`config.mk`:
```
export PLATFORM = sky130hd
export DESIGN_NAME = dot_product_sequencer_flat
export DESIGN_NICKNAME = d
export VERILOG_FILES = /design/src/rtl/dotseq_pkg.sv /design/src/rtl/dot_product_sequencer_if.sv /design/src/rtl/dotseq_mac.sv /design/src/rtl/dot_product_sequencer.sv /design/src/flat_wrapper.sv
export SDC_FILE = /design/constraint.sdc
export NUM_CORES = 2
export LEC_CHECK = 0
export BUFFER_PORTS_ARGS = -buffer_cell sky130_fd_sc_hd__buf_2
export CAP_MARGIN = 20
export CORE_ASPECT_RATIO = 1.5
export CORE_MARGIN = 1.5
export CORE_UTILIZATION = 45
export CTS_BUF_LIST = sky130_fd_sc_hd__clkbuf_8 sky130_fd_sc_hd__clkbuf_16
export CTS_CLUSTER_DIAMETER = 80
export DETAILED_ROUTE_END_ITERATION = 10
export PLACE_DENSITY = 0.59
export SLEW_MARGIN = 0
export SYNTH_ARGS = -nofsm -noshare
export SYNTH_HDL_FRONTEND = slang
export SYNTH_SLANG_ARGS = --single-unit
```
`constraint.sdc`:
```
create_clock -name clk -period 9.5 [get_ports clk]
set_input_delay 0.475 -clock clk [delete_from_list [all_inputs] [get_ports clk]]
set_output_delay 0.475 -clock clk [all_outputs]
set_load 0.005 [all_outputs]
```
`src/rtl/dotseq_pkg.sv`:
```
// Shared types and helpers for the dot-product sequencer.
package dotseq_pkg;

  localparam int DOTSEQ_ELEM_BYTES = 3;
  localparam int EW                = DOTSEQ_ELEM_BYTES * 8;
  localparam int PROD_W            = 2 * EW;

  typedef enum logic [2:0] {
    IDLE    = 3'd0,
    FETCH_A = 3'd1,
    FETCH_B = 3'd2,
    ACCUM   = 3'd3,
    DONE    = 3'd4,
    ERR     = 3'd5
  } dotseq_state_e;

  // Lengths are legal when they match and both vectors fit in the RAM
  // (B occupies N..2N-1, so 2N must not exceed the address space).
  function automatic logic len_legal(input logic [63:0] fl,
                                     input logic [63:0] sl,
                                     input int          aw);
    logic [64:0] two_n;
    logic [64:0] lim;
    two_n = {fl, 1'b0};
    lim   = 65'd1 << aw;
    return (fl == sl) && (two_n <= lim);
  endfunction

endpackage

```
`src/rtl/dot_product_sequencer_if.sv`:
```
// Vector RAM read port: sequencer is master, RAM is slave.
interface dot_product_sequencer_if #(
  parameter int ADDR_WIDTH = 17,
  parameter int DATA_WIDTH = 24
);
  logic                  rd_en;
  logic [ADDR_WIDTH-1:0] rd_addr;
  logic [DATA_WIDTH-1:0] rd_data;

  modport master (output rd_en, output rd_addr, input rd_data);
  modport slave  (input rd_en, input rd_addr, output rd_data);
endinterface

```
`src/rtl/dotseq_mac.sv`:
```
// Multiply-accumulate: holds A operand, multiplies by incoming B, accumulates.
// DOTSEQ_SATURATE_EN selects clamp-on-carry with sticky overflow; otherwise wrap.
module dotseq_mac #(
  parameter int EW        = 24,
  parameter int ACC_WIDTH = 64
) (
  input  logic                 clk,
  input  logic                 rst_n,
  input  logic                 clr,
  input  logic                 load_a,
  input  logic                 acc_en,
  input  logic [EW-1:0]        din,
  output logic [ACC_WIDTH-1:0] acc,
  output logic                 overflow
);

  logic [EW-1:0]        a_d, a_q;
  logic [ACC_WIDTH-1:0] acc_d, acc_q;
  logic [2*EW-1:0]      prod;
  logic [ACC_WIDTH-1:0] prod_ext;

  assign prod     = {{EW{1'b0}}, a_q} * {{EW{1'b0}}, din};
  assign prod_ext = ACC_WIDTH'(prod);
  assign acc      = acc_q;

`ifdef DOTSEQ_SATURATE_EN
  logic              ovf_d, ovf_q;
  logic [ACC_WIDTH:0] sum;

  assign sum      = {1'b0, acc_q} + {1'b0, prod_ext};
  assign overflow = ovf_q;

  // Next-state: clear on new op, latch A, accumulate with clamp on carry-out.
  always_comb begin
    a_d   = a_q;
    acc_d = acc_q;
    ovf_d = ovf_q;
    if (clr) begin
      acc_d = '0;
      ovf_d = 1'b0;
    end else begin
      if (load_a) a_d = din;
      if (acc_en) begin
        if (sum[ACC_WIDTH]) begin
          acc_d = '1;
          ovf_d = 1'b1;
        end else begin
          acc_d = sum[ACC_WIDTH-1:0];
        end
      end
    end
  end

  // State registers.
  always_ff @(posedge clk or negedge rst_n) begin
    if (!rst_n) begin
      a_q   <= '0;
      acc_q <= '0;
      ovf_q <= 1'b0;
    end else begin
      a_q   <= a_d;
      acc_q <= acc_d;
      ovf_q <= ovf_d;
    end
  end
`else
  assign overflow = 1'b0;

  // Next-state: clear on new op, latch A, accumulate modulo 2^ACC_WIDTH.
  always_comb begin
    a_d   = a_q;
    acc_d = acc_q;
    if (clr) begin
      acc_d = '0;
    end else begin
      if (load_a) a_d = din;
      if (acc_en) acc_d = acc_q + prod_ext;
    end
  end

  // State registers.
  always_ff @(posedge clk or negedge rst_n) begin
    if (!rst_n) begin
      a_q   <= '0;
      acc_q <= '0;
    end else begin
      a_q   <= a_d;
      acc_q <= acc_d;
    end
  end
`endif

endmodule

```
`src/rtl/dot_product_sequencer.sv`:
```
// Dot-product sequencer: walks the shared vector RAM (A at i, B at N+i),
// feeding the MAC three cycles per element. All outputs are registered.
// Optional saturation: define DOTSEQ_SATURATE_EN.
module dot_product_sequencer
  import dotseq_pkg::*;
#(
  parameter int ELEMENT_WIDTH = DOTSEQ_ELEM_BYTES,
  parameter int ADDR_WIDTH    = 17,
  parameter int ACC_WIDTH     = 64,
  localparam int EWL          = ELEMENT_WIDTH * 8
) (
  input  logic                     clk,
  input  logic                     reset,
  input  logic                     start,
  input  logic [EWL-1:0]           first_len,
  input  logic [EWL-1:0]           second_len,
  dot_product_sequencer_if.master  ram,
  output logic                     busy,
  output logic [ACC_WIDTH-1:0]     result,
  output logic                     result_valid,
  output logic                     error,
  output logic                     overflow
);

  dotseq_state_e         state_d, state_q;
  logic [EWL-1:0]        idx_d, idx_q;
  logic [EWL-1:0]        n_d, n_q;
  logic                  rd_en_d, rd_en_q;
  logic [ADDR_WIDTH-1:0] rd_addr_d, rd_addr_q;
  logic                  busy_d, busy_q;
  logic                  rv_d, rv_q;
  logic                  err_d, err_q;
  logic                  clr, load_a, acc_en;

  assign ram.rd_en    = rd_en_q;
  assign ram.rd_addr  = rd_addr_q;
  assign busy         = busy_q;
  assign result_valid = rv_q;
  assign error        = err_q;

  // Next-state and registered-output decode; outputs follow the next state
  // so each strobe lines up with the state it belongs to.
  always_comb begin
    state_d = state_q;
    idx_d   = idx_q;
    n_d     = n_q;
    clr     = 1'b0;
    load_a  = 1'b0;
    acc_en  = 1'b0;
    case (state_q)
      IDLE: begin
        if (start) begin
          n_d   = first_len;
          idx_d = '0;
          clr   = 1'b1;
          if (!len_legal(64'(first_len), 64'(second_len), ADDR_WIDTH))
            state_d = ERR;
          else if (first_len == '0)
            state_d = DONE;
          else
            state_d = FETCH_A;
        end
      end
      FETCH_A: state_d = FETCH_B;
      FETCH_B: begin
        load_a  = 1'b1;
        state_d = ACCUM;
      end
      ACCUM: begin
        acc_en = 1'b1;
        idx_d  = idx_q + 1'b1;
        if (({1'b0, idx_q} + 1'b1) < {1'b0, n_q})
          state_d = FETCH_A;
        else
          state_d = DONE;
      end
      DONE:    state_d = IDLE;
      ERR:     state_d = IDLE;
      default: state_d = IDLE;
    endcase

    rd_en_d   = (state_d == FETCH_A) || (state_d == FETCH_B);
    rd_addr_d = rd_addr_q;
    if (state_d == FETCH_A)
      rd_addr_d = ADDR_WIDTH'(idx_d);
    else if (state_d == FETCH_B)
      rd_addr_d = ADDR_WIDTH'({1'b0, n_d} + {1'b0, idx_d});
    busy_d = (state_d != IDLE);
    rv_d   = (state_d == DONE);
    err_d  = (state_d == ERR);
  end

  // FSM, index and output registers.
  always_ff @(posedge clk or negedge reset) begin
    if (!reset) begin
      state_q   <= IDLE;
      idx_q     <= '0;
      n_q       <= '0;
      rd_en_q   <= 1'b0;
      rd_addr_q <= '0;
      busy_q    <= 1'b0;
      rv_q      <= 1'b0;
      err_q     <= 1'b0;
    end else begin
      state_q   <= state_d;
      idx_q     <= idx_d;
      n_q       <= n_d;
      rd_en_q   <= rd_en_d;
      rd_addr_q <= rd_addr_d;
      busy_q    <= busy_d;
      rv_q      <= rv_d;
      err_q     <= err_d;
    end
  end

  dotseq_mac #(.EW(EWL), .ACC_WIDTH(ACC_WIDTH)) u_mac (
    .clk      (clk),
    .rst_n    (reset),
    .clr      (clr),
    .load_a   (load_a),
    .acc_en   (acc_en),
    .din      (ram.rd_data),
    .acc      (result),
    .overflow (overflow)
  );

endmodule

```
`src/flat_wrapper.sv`:
```
// flat-port wrapper written by rule: the top's interface ports become plain ports
module dot_product_sequencer_flat import dotseq_pkg::*;
#(
  parameter int ELEMENT_WIDTH = DOTSEQ_ELEM_BYTES,
  parameter int ADDR_WIDTH    = 17,
  parameter int ACC_WIDTH     = 64,
  localparam int EWL          = ELEMENT_WIDTH * 8
)
  (clk, reset, start, first_len, second_len, busy, result, result_valid, error, overflow, ram_rd_en, ram_rd_addr, ram_rd_data);
  dot_product_sequencer_if #(.ADDR_WIDTH(ADDR_WIDTH), .DATA_WIDTH(EW)) ram_i ();
  input  logic clk;
  input  logic reset;
  input  logic start;
  input  logic [EWL-1:0] first_len;
  input  logic [EWL-1:0] second_len;
  output logic busy;
  output logic [ACC_WIDTH-1:0] result;
  output logic result_valid;
  output logic error;
  output logic overflow;
  output wire logic [$bits(ram_i.rd_en)-1:0] ram_rd_en;
  output wire logic [$bits(ram_i.rd_addr)-1:0] ram_rd_addr;
  input wire logic [$bits(ram_i.rd_data)-1:0] ram_rd_data;
  assign ram_rd_en = ram_i.rd_en;
  assign ram_rd_addr = ram_i.rd_addr;
  assign ram_i.rd_data = ram_rd_data;
  dot_product_sequencer #(.ELEMENT_WIDTH(ELEMENT_WIDTH), .ADDR_WIDTH(ADDR_WIDTH), .ACC_WIDTH(ACC_WIDTH)) u_core (.clk(clk), .reset(reset), .start(start), .first_len(first_len), .second_len(second_len), .ram(ram_i), .busy(busy), .result(result), .result_valid(result_valid), .error(error), .overflow(overflow));
endmodule
```
==> impl_metrics.json <==
{
  "register_area_um2": 4000,
  "clock_path_buffers": 2,
  "vias_per_cell": 5.13,
  "critPathRequiredTime_ns": 9.81,
  "crit_top_cell": "fa_1",
  "synth-async-reset-ratio": 1.00,
  "synthXorXnorAreaFrac": 0.0306,
  "cp.arrival_ns": 8.11,
  "antenna_found_initial": 0,
  "synth_compound_area_frac": 0.0806,
  "utilization": 0.486,
  "timing.fmax_ghz": 0.128,
  "first_iter_violations": 893,
  "status": "completed",
  "critPathSlowestCell": "dfrtp_1",
  "nets": 4157,
  "final_hold_viol_count": 0,
  "grt_use_total": 0.249,
  "seq_area_frac_synth": 0.137,
  "synth_top_family_by_area": "adder cells",
  "clk_latency_ns": 0.47,
  "ys_warn_count": 0,
  "die_x_um": 211,
  "synthesis.area_um2": 29200,
  "clock_skew_ns": 0.0224,
  "path_clk_slew_ns": 0.08,
  "start_util": 0.453,
  "rows": 114,
  "synth_edf_count": 0,
  "period_share": 0.821,
  "start_kind": "flip-flop",
  "holdPathStages": 3,
  "rsz0062_at_grt": "no",
  "worstSetupEndpointType": "flip-flop",
  "tns_ns": 0,
  "slew_headroom": 0.306,
  "crit_chain": "and2_1 -> fa_1 -> fa_1 -> inv_1 -> fa_1 -> inv_1 -> fa_1 -> fa_1 -> fa_1 -> inv_1 -> fa_1 -> inv_1 -> ha_1 -> a211oi_1 -> nor2_1 -> a2111oi_0 -> a21oi_1 -> a211oi_1 -> o31ai_1 -> a21oi_1 -> xor2_1 -> o22ai_1",
  "root_buffer": "clkbuf_16",
  "portBuffers": 159,
  "ant_nets": 0,
  "htreeDepth": 4,
  "timing.final.crit_period_ns": 7.80,
  "crit_type": "flip-flop to flip-flop",
  "finalMaxSlewViolations": 0,
  "cts_inserted_buffers": 17,
  "multi_input_area_um2": 21900,
  "wl_per_cell_um": 18.3,
  "cts_setup_buffers": 0,
  "die_area_um2": 66400,
  "grt_max_degree": 68,
  "n_fill_cell": 6235,
  "synthSimpleGateAreaFrac": 0.163,
  "cap_violations": 0,
  "first_pass_iters": 5,
  "routabilityCongestion": 0.913,
  "synth_cells": 3277,
  "place_hpwl_mm": 64.0,
  "rr_worst_depth": 22,
  "yosys-mux-area-fraction": 0.0175,
  "crit_fanout": 25,
  "hold_ws_ns": 0.283,
  "area_growth_pct": 7.18,
  "avgSynthCellArea_um2": 8.90,
  "io-pin-count": 161,
  "drc_errors": 0,
  "synth_flop_cell": "dfrtp_1",
  "fp.dieH_um": 315,
  "wirelength_mm": 77.2,
  "vias": 21600,
  "synth_nets": 4104,
  "worstMarginPinSlew_ns": 1.04,
  "antennaDiodeCount": 0,
  "grt_pass1_vias": 23300,
  "hp-class": "primary input to flip-flop",
  "yosys.area_share.adder": 0.459,
  "synth.distinct_cells": 72,
  "tritoncts": "built",
  "grt_first_pass_wirelength_mm": 128,
  "max_stage_delay_ns": 0.97,
  "overflow": 0,
  "drive_gt1_frac": 0.0802,
  "clkSinkCount": 160,
  "core_area_um2": 64300,
  "synth_seq_cells": 160,
  "finalSetupViolations": 0
}
[layer usage]
layer,vias up,track usage,wire length [um]
li1,10100,-,-
met1,11000,0.314,32000
met2,455,0.449,40300
met3,83,0.0229,2800
met4,0,0.0747,2040
met5,-,0,0
[repair_timing]
| item | in CTS | in global routing |
|---|---|---|
| endpoints found under the hold margin | 5 | 0 |
| hold buffers | 1 | 0 |
| endpoints found under the setup margin | 0 | 0 |
| gates resized for setup | 0 | 0 |
[metrics by stage]
step                cell area [um2]  worst slack, ns  instances
global route                  31300             1.14       4213
CTS                           31300             1.67       4213
floorplan                     29200             2.63       3277
finish                        31300             1.70       4213
detailed placement            30700             1.69       4180
global placement              30700             1.77       4180
[critical path, delay by kind of cell, from the launching register on]
| kind | cells | cell delay [ns] |
|---|---|---|
| flops | 1 | 0.97 |
| compound gates | 7 | 2.03 |
| simple gates | 2 | 0.35 |
| fa+ha+maj | 8 | 3.88 |
| buf+inv | 4 | 0.23 |
| xor+xnor | 1 | 0.16 |
[sequential cells by signal (all words and copies together), names as in the netlist]
register / count
u_core.state_q: 3
u_core.u_mac.acc: 64
u_core.idx_q: 24
u_core.result_valid: 1
u_core.n_q: 24
u_core.ram.rd_addr: 17
u_core.busy: 1
u_core.error: 1
u_core.u_mac.a_q: 24
u_core.ram.rd_en: 1
[final cells by class]
cell class / count / area share
Multi-Input combinational cell: 2261 / 0.702
Sequential cell: 160 / 0.128
Inverter: 706 / 0.0848
Tap cell: 870 / 0.0348
Timing Repair Buffer: 184 / 0.0317
Clock buffer: 19 / 0.0145
Clock inverter: 13 / 0.00464
[cells in the final DEF (no fill, tap or decap), drive strengths merged, types with 12 or more instances in the layout]
master / Yosys / routed
ha: 221 / 221
nand4: 30 / 30
o22ai: 21 / 21
fa: 531 / 531
and2: 287 / 287
buf: 19 / 183
or3: 13 / 13
inv: 706 / 711
nor3: 14 / 14
nor2: 65 / 65
clkbuf: 131 / 19
a21oi: 93 / 93
xnor2: 64 / 64
mux2: 24 / 24
nand3: 35 / 35
a21o: 30 / 30
and3: 12 / 12
mux2i: 24 / 24
o31ai: 14 / 14
nand2: 482 / 482
o21ai: 129 / 129
xor2: 38 / 38
dfrtp: 160 / 160
[cells by family after synthesis]
| family | after synthesis |
|---|---|
| AND/OR/NAND/NOR | 982 |
| buffers and inverters | 856 |
| adder cells (fa/ha/maj) | 752 |
| AO/OA/AOI/OAI | 376 |
| flip-flops | 160 |
| XOR/XNOR | 102 |
| multiplexers | 48 |
| other | 1 |
[cell usage after synthesis (all sizes together), types with 38 or more instances]
library cell  instances  share of area
xnor2                64          0.019
clkbuf              131          0.017
ha                  221          0.095
nand2               482          0.062
and2                287          0.062
fa                  531           0.36
nor2                 65         0.0084
a21oi                93          0.016
dfrtp               160           0.14
inv                 706          0.091
o21ai               129          0.022
xor2                 38          0.011
[path summary, 6_finish.rpt]
check                                   endpoint  slack [ns]                   from
setup / recovery            u_core.u_mac.acc[44]        1.70    u_core.u_mac.a_q[8]
hold / removal                    u_core.n_q[19]        0.28          first_len[19]
setup reg to reg            u_core.u_mac.acc[44]        1.70    u_core.u_mac.a_q[8]
hold reg to reg            u_core.ram.rd_addr[0]        0.49  u_core.ram.rd_addr[0]
max in group asynchronous    u_core.u_mac.acc[9]        7.65                  reset
min in group asynchronous   u_core.u_mac.a_q[15]        0.56                  reset
Power is left out: the tool's default activity adds up to more than one toggle a clock period on the data nets, which glitch-free logic cannot reach.
